## src/rtl/addr4u_pkg.sv

```systemverilog
// Shared definitions for the addr4u fault monitor.
//   - operand and sum widths of the 4-bit unsigned adder under test
//   - FSM state encoding (IDLE / WAIT / OUT)
//   - sat_inc: saturating increment for counters up to 32 bits wide
package addr4u_pkg;

  localparam int OPND_W = 4;
  localparam int SUM_W  = 5;

  typedef enum logic [1:0] {
    ST_IDLE = 2'd0,
    ST_WAIT = 2'd1,
    ST_OUT  = 2'd2
  } state_t;

  // The counter value and its all-ones limit are passed zero-extended to
  // 32 bits, so one function serves any counter width from 1 to 32.
  function automatic logic [31:0] sat_inc(input logic [31:0] v,
                                          input logic [31:0] max_v);
    return (v >= max_v) ? v : v + 32'd1;
  endfunction

endpackage

```

## src/rtl/addr4u_golden.sv

```systemverilog
// Exact reference adder: 4-bit + 4-bit unsigned -> 5-bit sum.
// Purely combinational; the carry-out lands in sum_o[4], so no overflow.
// Ports:
//   a_i   [3:0]  operand A
//   b_i   [3:0]  operand B
//   sum_o [4:0]  exact sum
module addr4u_golden
  import addr4u_pkg::*;
(
  input  logic [OPND_W-1:0] a_i,
  input  logic [OPND_W-1:0] b_i,
  output logic [SUM_W-1:0]  sum_o
);

  assign sum_o = {1'b0, a_i} + {1'b0, b_i};

endmodule

```

## src/rtl/addr4u_fault_monitor.sv

```systemverilog
// Harness stage around an external combinational 4-bit adder. Operands are
// accepted over a valid/ready handshake, registered onto dut_a/dut_b, given
// SETTLE cycles to propagate, and the returned dut_sum is sampled, compared
// with an exact golden sum and forwarded with an error flag. Saturating
// counters record completed samples and mismatches.
//
// Handshake: a transfer happens on a rising edge where valid and ready are
// both high; ready never depends combinationally on valid on either side.
//
// Parameters:
//   SETTLE  1..15  cycles dut_sum is allowed to settle after dut_a/dut_b change
//   CNT_W   1..32  width of op_count / err_count
// Ports:
//   clk, rst                 clock, asynchronous active-high reset
//   in_valid/in_ready        operand handshake; in_a, in_b operands
//   dut_a, dut_b             registered operands driving the adder under test
//   dut_sum                  adder result (multicycle path of SETTLE cycles)
//   out_valid/out_ready      result handshake; out_sum, out_err result payload
//   clear                    synchronous zeroing of both counters
//   op_count, err_count      saturating sample / mismatch counters
//   dbg_state                current FSM state (debug observation only)
module addr4u_fault_monitor
  import addr4u_pkg::*;
#(
  parameter int SETTLE = 1,
  parameter int CNT_W  = 16
) (
  input  logic              clk,
  input  logic              rst,
  input  logic              in_valid,
  output logic              in_ready,
  input  logic [OPND_W-1:0] in_a,
  input  logic [OPND_W-1:0] in_b,
  output logic [OPND_W-1:0] dut_a,
  output logic [OPND_W-1:0] dut_b,
  input  logic [SUM_W-1:0]  dut_sum,
  output logic              out_valid,
  input  logic              out_ready,
  output logic [SUM_W-1:0]  out_sum,
  output logic              out_err,
  input  logic              clear,
  output logic [CNT_W-1:0]  op_count,
  output logic [CNT_W-1:0]  err_count,
  output logic [1:0]        dbg_state
);

  localparam logic [3:0]       SETTLE_LOAD = 4'(SETTLE - 1);
  localparam logic [CNT_W-1:0] CNT_MAX     = '1;

  state_t            state_q, state_d;
  logic [OPND_W-1:0] dut_a_q, dut_a_d;
  logic [OPND_W-1:0] dut_b_q, dut_b_d;
  logic [SUM_W-1:0]  gold_q, gold_d;
  logic [3:0]        cnt_q, cnt_d;
  logic [SUM_W-1:0]  sum_q, sum_d;
  logic              err_q, err_d;
  logic [CNT_W-1:0]  opc_q, opc_d;
  logic [CNT_W-1:0]  errc_q, errc_d;

  logic [SUM_W-1:0]  gold_sum;
  logic              sample;
  logic              mismatch;

  // The golden sum is computed from the incoming operands and latched at
  // accept, so the compare in WAIT uses a register and not the live inputs.
  addr4u_golden u_golden (
    .a_i   (in_a),
    .b_i   (in_b),
    .sum_o (gold_sum)
  );

  assign mismatch = (dut_sum != gold_q);

  always_comb begin
    state_d = state_q;
    dut_a_d = dut_a_q;
    dut_b_d = dut_b_q;
    gold_d  = gold_q;
    cnt_d   = cnt_q;
    sum_d   = sum_q;
    err_d   = err_q;
    sample  = 1'b0;

    case (state_q)
      ST_IDLE: begin
        if (in_valid) begin
          dut_a_d = in_a;
          dut_b_d = in_b;
          gold_d  = gold_sum;
          cnt_d   = SETTLE_LOAD;
          state_d = ST_WAIT;
        end
      end
      ST_WAIT: begin
        if (cnt_q != 4'd0) begin
          cnt_d = cnt_q - 4'd1;
        end else begin
          sum_d   = dut_sum;
          err_d   = mismatch;
          sample  = 1'b1;
          state_d = ST_OUT;
        end
      end
      ST_OUT: begin
        // Only the output handshake leaves OUT; in_valid is ignored here.
        if (out_ready) state_d = ST_IDLE;
      end
      default: state_d = ST_IDLE;
    endcase
  end

  // Clear takes priority over a coinciding sample; it never touches the FSM.
  always_comb begin
    opc_d  = opc_q;
    errc_d = errc_q;
    if (clear) begin
      opc_d  = '0;
      errc_d = '0;
    end else if (sample) begin
      opc_d = CNT_W'(sat_inc(32'(opc_q), 32'(CNT_MAX)));
      if (mismatch) errc_d = CNT_W'(sat_inc(32'(errc_q), 32'(CNT_MAX)));
    end
  end

  always_ff @(posedge clk or posedge rst) begin
    if (rst) begin
      state_q <= ST_IDLE;
      dut_a_q <= '0;
      dut_b_q <= '0;
      gold_q  <= '0;
      cnt_q   <= '0;
      sum_q   <= '0;
      err_q   <= 1'b0;
      opc_q   <= '0;
      errc_q  <= '0;
    end else begin
      state_q <= state_d;
      dut_a_q <= dut_a_d;
      dut_b_q <= dut_b_d;
      gold_q  <= gold_d;
      cnt_q   <= cnt_d;
      sum_q   <= sum_d;
      err_q   <= err_d;
      opc_q   <= opc_d;
      errc_q  <= errc_d;
    end
  end

  assign in_ready  = (state_q == ST_IDLE);
  assign out_valid = (state_q == ST_OUT);
  assign dut_a     = dut_a_q;
  assign dut_b     = dut_b_q;
  assign out_sum   = sum_q;
  assign out_err   = err_q;
  assign op_count  = opc_q;
  assign err_count = errc_q;
  assign dbg_state = state_q;

endmodule

```

## config.mk

```make
export PLATFORM = sky130hd
export DESIGN_NAME = addr4u_fault_monitor
export DESIGN_NICKNAME = d
export VERILOG_FILES = /design/src/rtl/addr4u_pkg.sv /design/src/rtl/addr4u_golden.sv /design/src/rtl/addr4u_fault_monitor.sv
export SDC_FILE = /design/constraint.sdc
export NUM_CORES = 1
export LEC_CHECK = 0
export BUFFER_PORTS_ARGS = -buffer_cell sky130_fd_sc_hd__buf_2
export CORE_MARGIN = 2
export CORE_UTILIZATION = 50
export DETAILED_ROUTE_END_ITERATION = 8
export PLACE_DENSITY = 0.8
export SLEW_MARGIN = 20
export SYNTH_ARGS = -nofsm -noshare
export SYNTH_HDL_FRONTEND = slang
export SYNTH_SLANG_ARGS = --single-unit
```

## constraint.sdc

```tcl
create_clock -name clk -period 4.1 [get_ports clk]
set_clock_uncertainty 0.15 [all_clocks]
set_input_delay 0.615 -clock clk [delete_from_list [all_inputs] [get_ports clk]]
set_output_delay 0.615 -clock clk [all_outputs]
set_load 0.01 [all_outputs]
```

# Word-level counts from Yosys, hierarchy flattened
# Cells that the tools add are included.
# word_totals
ff_bits,57
latch_bits,0
ramBits,0
mem_bits_ro,0
output_inout_bits,50
n_memories,0
# op_classes
n_addsub,4
multipliers,0
n_div,0
order_cmp,2
eq_ne,9
n_shift,0
mux,16
bitwise_logic,1
reduce_logical,11
# op_table
op,n
16-bit 2-to-1 mux,7
16-bit by 1-bit adder with 16-bit output (second input constant),2
16-bit greater-or-equal comparator (second input constant),2
2-bit inequality test (second input constant),5
3-bit AND reduction,3
4-bit 2-to-1 mux,2
4-bit case mux with 2 select lines,1
2-bit 2-to-1 mux,3
2-bit case mux with 3 select lines,1
2-bit AND reduction,3
2-bit nonzero test,3
4-bit by 4-bit adder with 5-bit output,1
5-bit inequality test,1
4-bit nonzero test,1
4-bit by 1-bit subtractor with 4-bit output (second input constant),1
2-bit by 1-bit == test with 1-bit output (second input constant),1
2-bit == test (second input constant),1
2-bit logical NOT,1
1-bit 2-to-1 mux,2
2-bit by 1-bit inequality test with 1-bit output (second input constant),1
1-bit inverter,1

# Depth between registers and ports, before layout
# logic_depth
depth_word,5
mapped_depth,10
ltp_nobuf,7

# Modules after synthesis
# A second synthesis with hierarchy kept.
# hier_totals
cells_unflattened,298
hier_area_um2,2934.1
# by_module_without_submodules
module,instances,cells_per_inst,area_per_inst_um2,seq_area_each_um2
addr4u_fault_monitor,1,282,2797.7,1426.4
addr4u_golden,1,16,136.4,0.0

# Worst setup path after synthesis
# Ideal clock, no wire load.
# synth_path
kind,reg2reg
from,register cnt_q[0]
to,"register errc_q[5], in the netlist err_count[5]"
setup_ns,0.125
arrival_time_ns,1.909
required_time_ns,3.825
slack_ns,1.916
path_stages_with_launch,10
path_buffers,2
synth_period_minus_slack_ns,2.184
cell_sequence,dfrtp_1 > inv_1 > ha_1 > nor3b_4 > and2_1 > buf_6 > o21ai_4 > buf_6 > nor4_1 > mux2_2
# synth_via
elab_chain_cells,5
# synth_rtl
item,line,source
"start, declared",addr4u_fault_monitor.sv:54,"logic [3:0] cnt_q, cnt_d;"
"start signal, assigned",addr4u_fault_monitor.sv:141,cnt_q <= cnt_d;
4-bit nonzero test,addr4u_fault_monitor.sv:95,if (cnt_q != 4'd0) begin
1-bit 2-to-1 mux,addr4u_fault_monitor.sv:95,
1-bit 2-to-1 mux,addr4u_fault_monitor.sv:84,case (state_q)
2-bit nonzero test (no line),-,
3-bit AND reduction (no line),-,
"end signal, assigned",addr4u_fault_monitor.sv:145,errc_q <= errc_d;
"end, declared",addr4u_fault_monitor.sv:58,"logic [CNT_W-1:0] errc_q, errc_d;"
# No other way between the ends.
# A chain may end at the register's enable or synchronous reset.

# Final worst setup path
# Ends and elaborated chain as after synthesis.

==> flow_summary_export.csv <==
group,metric,value,unit
status,outcome,"complete, no violations",
timing,fin_setup_tns,0,ns
cts,path_clk_slew,0.06,ns
cts,numClockSinks,57,
detailed_routing,drt_iter0_markers,168,
timing,max_slew.worst_pin.slew,0.7523,ns
placement,dp.cells,446,
synthesis,netlist_area,2992,µm²
synthesis,ys_warn_count,0,
finish,nNetsFinal,409,
global_routing,track_usage,21.84,%
placement,place_area,3352,µm²
synthesis,ys_top_cells_by_area,"dfrtp_1 (48%), nand2_1 (7.2%), xnor2_1 (3.5%), a21oi_1 (3.3%), ha_1 (3.3%)",
setup_path,worstPathMaxFanout,28,
detailed_routing,ant_nets,0,
finish,fill_cells,537,
synthesis,synth_nets,342,
placement,dpl.hpwl,4515,µm
setup_path,ff2ff_path_depth,7,
timing,setup_viol,0,
timing,slew_violations,0,
timing,period_needed,2.551,ns
setup_path,reg2reg_to,"err_count[5]$_DFFE_PP0P_",
floorplan,die_area,6618,µm²
cts,cts_hold_buf,0,
detailed_routing,first_pass_iters,4,
pwr,internal_power,1179,µW
cts,cts_buffers,9,
synthesis,ys_top_cells_by_count,"dfrtp_1 (57), nand2_1 (57), nor2_1 (26)",
pwr,p_sw,643.2,µW
pwr,powerDensity,517.6,nW/µm²
placement,io_buffers,67,
detailed_routing,vias,2536,
synthesis,synth_edf_count,0,
cts,insertion_delay,0.34,ns
cts,cts.htree.levels,3,
global_routing,antenna_found_initial,0,
finish,final_cells,459,
cts,cts_buffer_depth,2,
synthesis,syn_inst,315,
pwr,netSwitchingFraction,35.29,%
floorplan,io-pin-count,68,
setup_path,reg2reg_from,"cnt_q[0]$_DFFE_PP0P_",
finish,final_area,3521,µm²
run,maxCapViolations,0,
floorplan,placementRows,28,
timing,fmax,0.3920,GHz
synthesis,synth_cell_types,42,
setup_path,worst_setup_path_end_kind,"register",
synthesis,synthFlopType,"dfrtp_1",
cts,cts_root_buf,"clkbuf_8",
setup_path,r2r_slack,1.55,ns
timing,finalCritPeriodShare,62.23,%
synthesis,synth_top_cell_by_area,"dfrtp_1",
placement,dp_slack,1.552,ns
pwr,p_clk_share,25.3,%
synthesis,synth_top_area_share,47.68,%
synthesis,synthArstFlopShare,100.0,%
synthesis,ys_ff_latch,57,
global_routing,grt_max_degree,39,
cts,cts_tree,"done",
global_routing,grt_pass1_wl,10910,µm
synthesis,yosysSeqAreaShare,47.68,%
cts,post_cts_resized,0,
min_path,min-delay-path-class,"in2async",
pwr,total_power,1823,µW
timing,hold_violations,0,
pwr,pwr-share-comb,31.4,%
timing,finalWorstSetupSlack,1.549,ns
timing,slew_headroom,49.85,%
setup_path,startpoint_type,"register",
detailed_routing,via_per_inst,5.525,
detailed_routing,drt_drc_violations_left,0,
pwr,p_leak,0.001694,µW
floorplan,core,5851,µm²
finish,drive_gt1_share,24.74,%
floorplan,die_h,81.35,µm
floorplan,initial_core_util,51.13,%
pwr,p_seq_share,43.4,%
global_routing,gr-total-overflow,0,
setup_path,critPathKind,"reg2reg",
pwr,vdd_drop_max,0.0003819,V
synthesis,avgSynthCellArea,9.497,µm²
global_routing,grt_pass1_vias,2416,
detailed_routing,drt-total-wl,6322,µm
placement,gp_congestion,0.8056,
detailed_routing,avgRoutedWirePerCell,13.77,µm
finish,syn2layout_area_growth,17.69,%
timing,rsz0062_at_grt,"no",
floorplan,die-width,81.35,µm
setup_path,cp.arrival,2.63,ns
finish,diodes,0,
cts,post_cts_buffers,0,
setup_path,cp.required,4.18,ns
worst max-delay path by stage:
| stage | from | endpoint | slack (ns) | cells past startpoint |
|---|---|---|---|---|
| floorplan | cnt_q[0]$_DFFE_PP0P_ | err_count[5]$_DFFE_PP0P_ | 1.92 | 9 |
| finish | cnt_q[0]$_DFFE_PP0P_ | err_count[5]$_DFFE_PP0P_ | 1.55 | 7 |
| global route | cnt_q[0]$_DFFE_PP0P_ | err_count[5]$_DFFE_PP0P_ | 1.32 | 7 |
| CTS | cnt_q[0]$_DFFE_PP0P_ | err_count[5]$_DFFE_PP0P_ | 1.53 | 7 |
| global placement | cnt_q[0]$_DFFE_PP0P_ | err_count[5]$_DFFE_PP0P_ | 1.68 | 7 |
| detailed placement | cnt_q[0]$_DFFE_PP0P_ | err_count[5]$_DFFE_PP0P_ | 1.55 | 7 |
placed cells by master (no fill, tap or decap), drive strengths merged, types with 5 or more instances in the layout:
| master | count |
|---|---|
| nand3 | 15 |
| nor2 | 26 |
| nor2b | 9 |
| or4 | 10 |
| ha | 8 |
| dfrtp | 57 |
| nand2 | 57 |
| xor2 | 5 |
| o31ai | 11 |
| o21ai | 11 |
| buf | 68 |
| xnor2 | 12 |
| and4 | 5 |
| a21oi | 20 |
| nor3 | 5 |
| inv | 9 |
| clkbuf | 13 |
| mux2 | 7 |
registers in the layout, indices dropped and copies added (netlist names):
name and cells:
dbg_state 2, cnt_q 4, dut_a 4, gold_q 5, err_count 16, out_err 1, op_count 16, out_sum 5
dut_b 4
power groups by stage:
| stage | logic [µW] | registers (µW) | clock network [µW] |
|---|---|---|---|
| after floorplan | 373 | 826 | 0 |
| after global placement | 555 | 791 | 0 |
| after detailed placement | 581 | 797 | 0 |
| after CTS | 585 | 792 | 474 |
| after global routing | 660 | 807 | 499 |
| final | 572 | 791 | 460 |
per-layer routing:
| metal | GRT usage [%] | share of wire (%) |
|---|---|---|
| met5 | 0 | 0 |
| met4 | 9.153 | 1.9 |
| met3 | 7.667 | 6.6 |
| met2 | 35.49 | 48 |
| met1 | 26.34 | 43 |
cell type report:
| cell class | count | area (µm²) | share of cell area [%] |
|---|---|---|---|
| repair buffers | 68 | 342.8 | 9.737 |
| well taps | 75 | 93.84 | 2.665 |
| multi-input cells | 237 | 1455 | 41.33 |
| flip-flops and latches | 57 | 1426 | 40.51 |
| clock buffers | 13 | 168.9 | 4.797 |
| inverters | 9 | 33.78 | 0.9595 |
through the flow:
stage / hold WS (ns) / utilization, %
CTS: 0.1681 / 60.18
global route: 0.2010 / 60.18
global placement: 0.3051 / 57.29
finish: 0.1457 / 60.18
detailed placement: 0.3068 / 57.29
floorplan: 0.3120 / -
cell families after synthesis:
| family | Yosys count | share of synthesized area (%) |
|---|---|---|
| AO/OA/AOI/OAI | 50 | 10.67 |
| buffers and inverters | 21 | 3.680 |
| flip-flops | 57 | 47.68 |
| XOR/XNOR | 17 | 4.977 |
| AND/OR/NAND/NOR | 153 | 26.01 |
| multiplexers | 8 | 2.970 |
| adder cells (fa/ha/maj) | 9 | 4.015 |
worst max-delay path: stages (launching register included):
cell     delay, ns
dfrtp_1       0.40
inv_1         0.09
ha_1          0.15
nor3b_4       0.28
and2_1        0.42
o21ai_4       0.26
nor4_1        0.31
mux2_2        0.36
No activity file was read; power rests on OpenSTA's default activity.
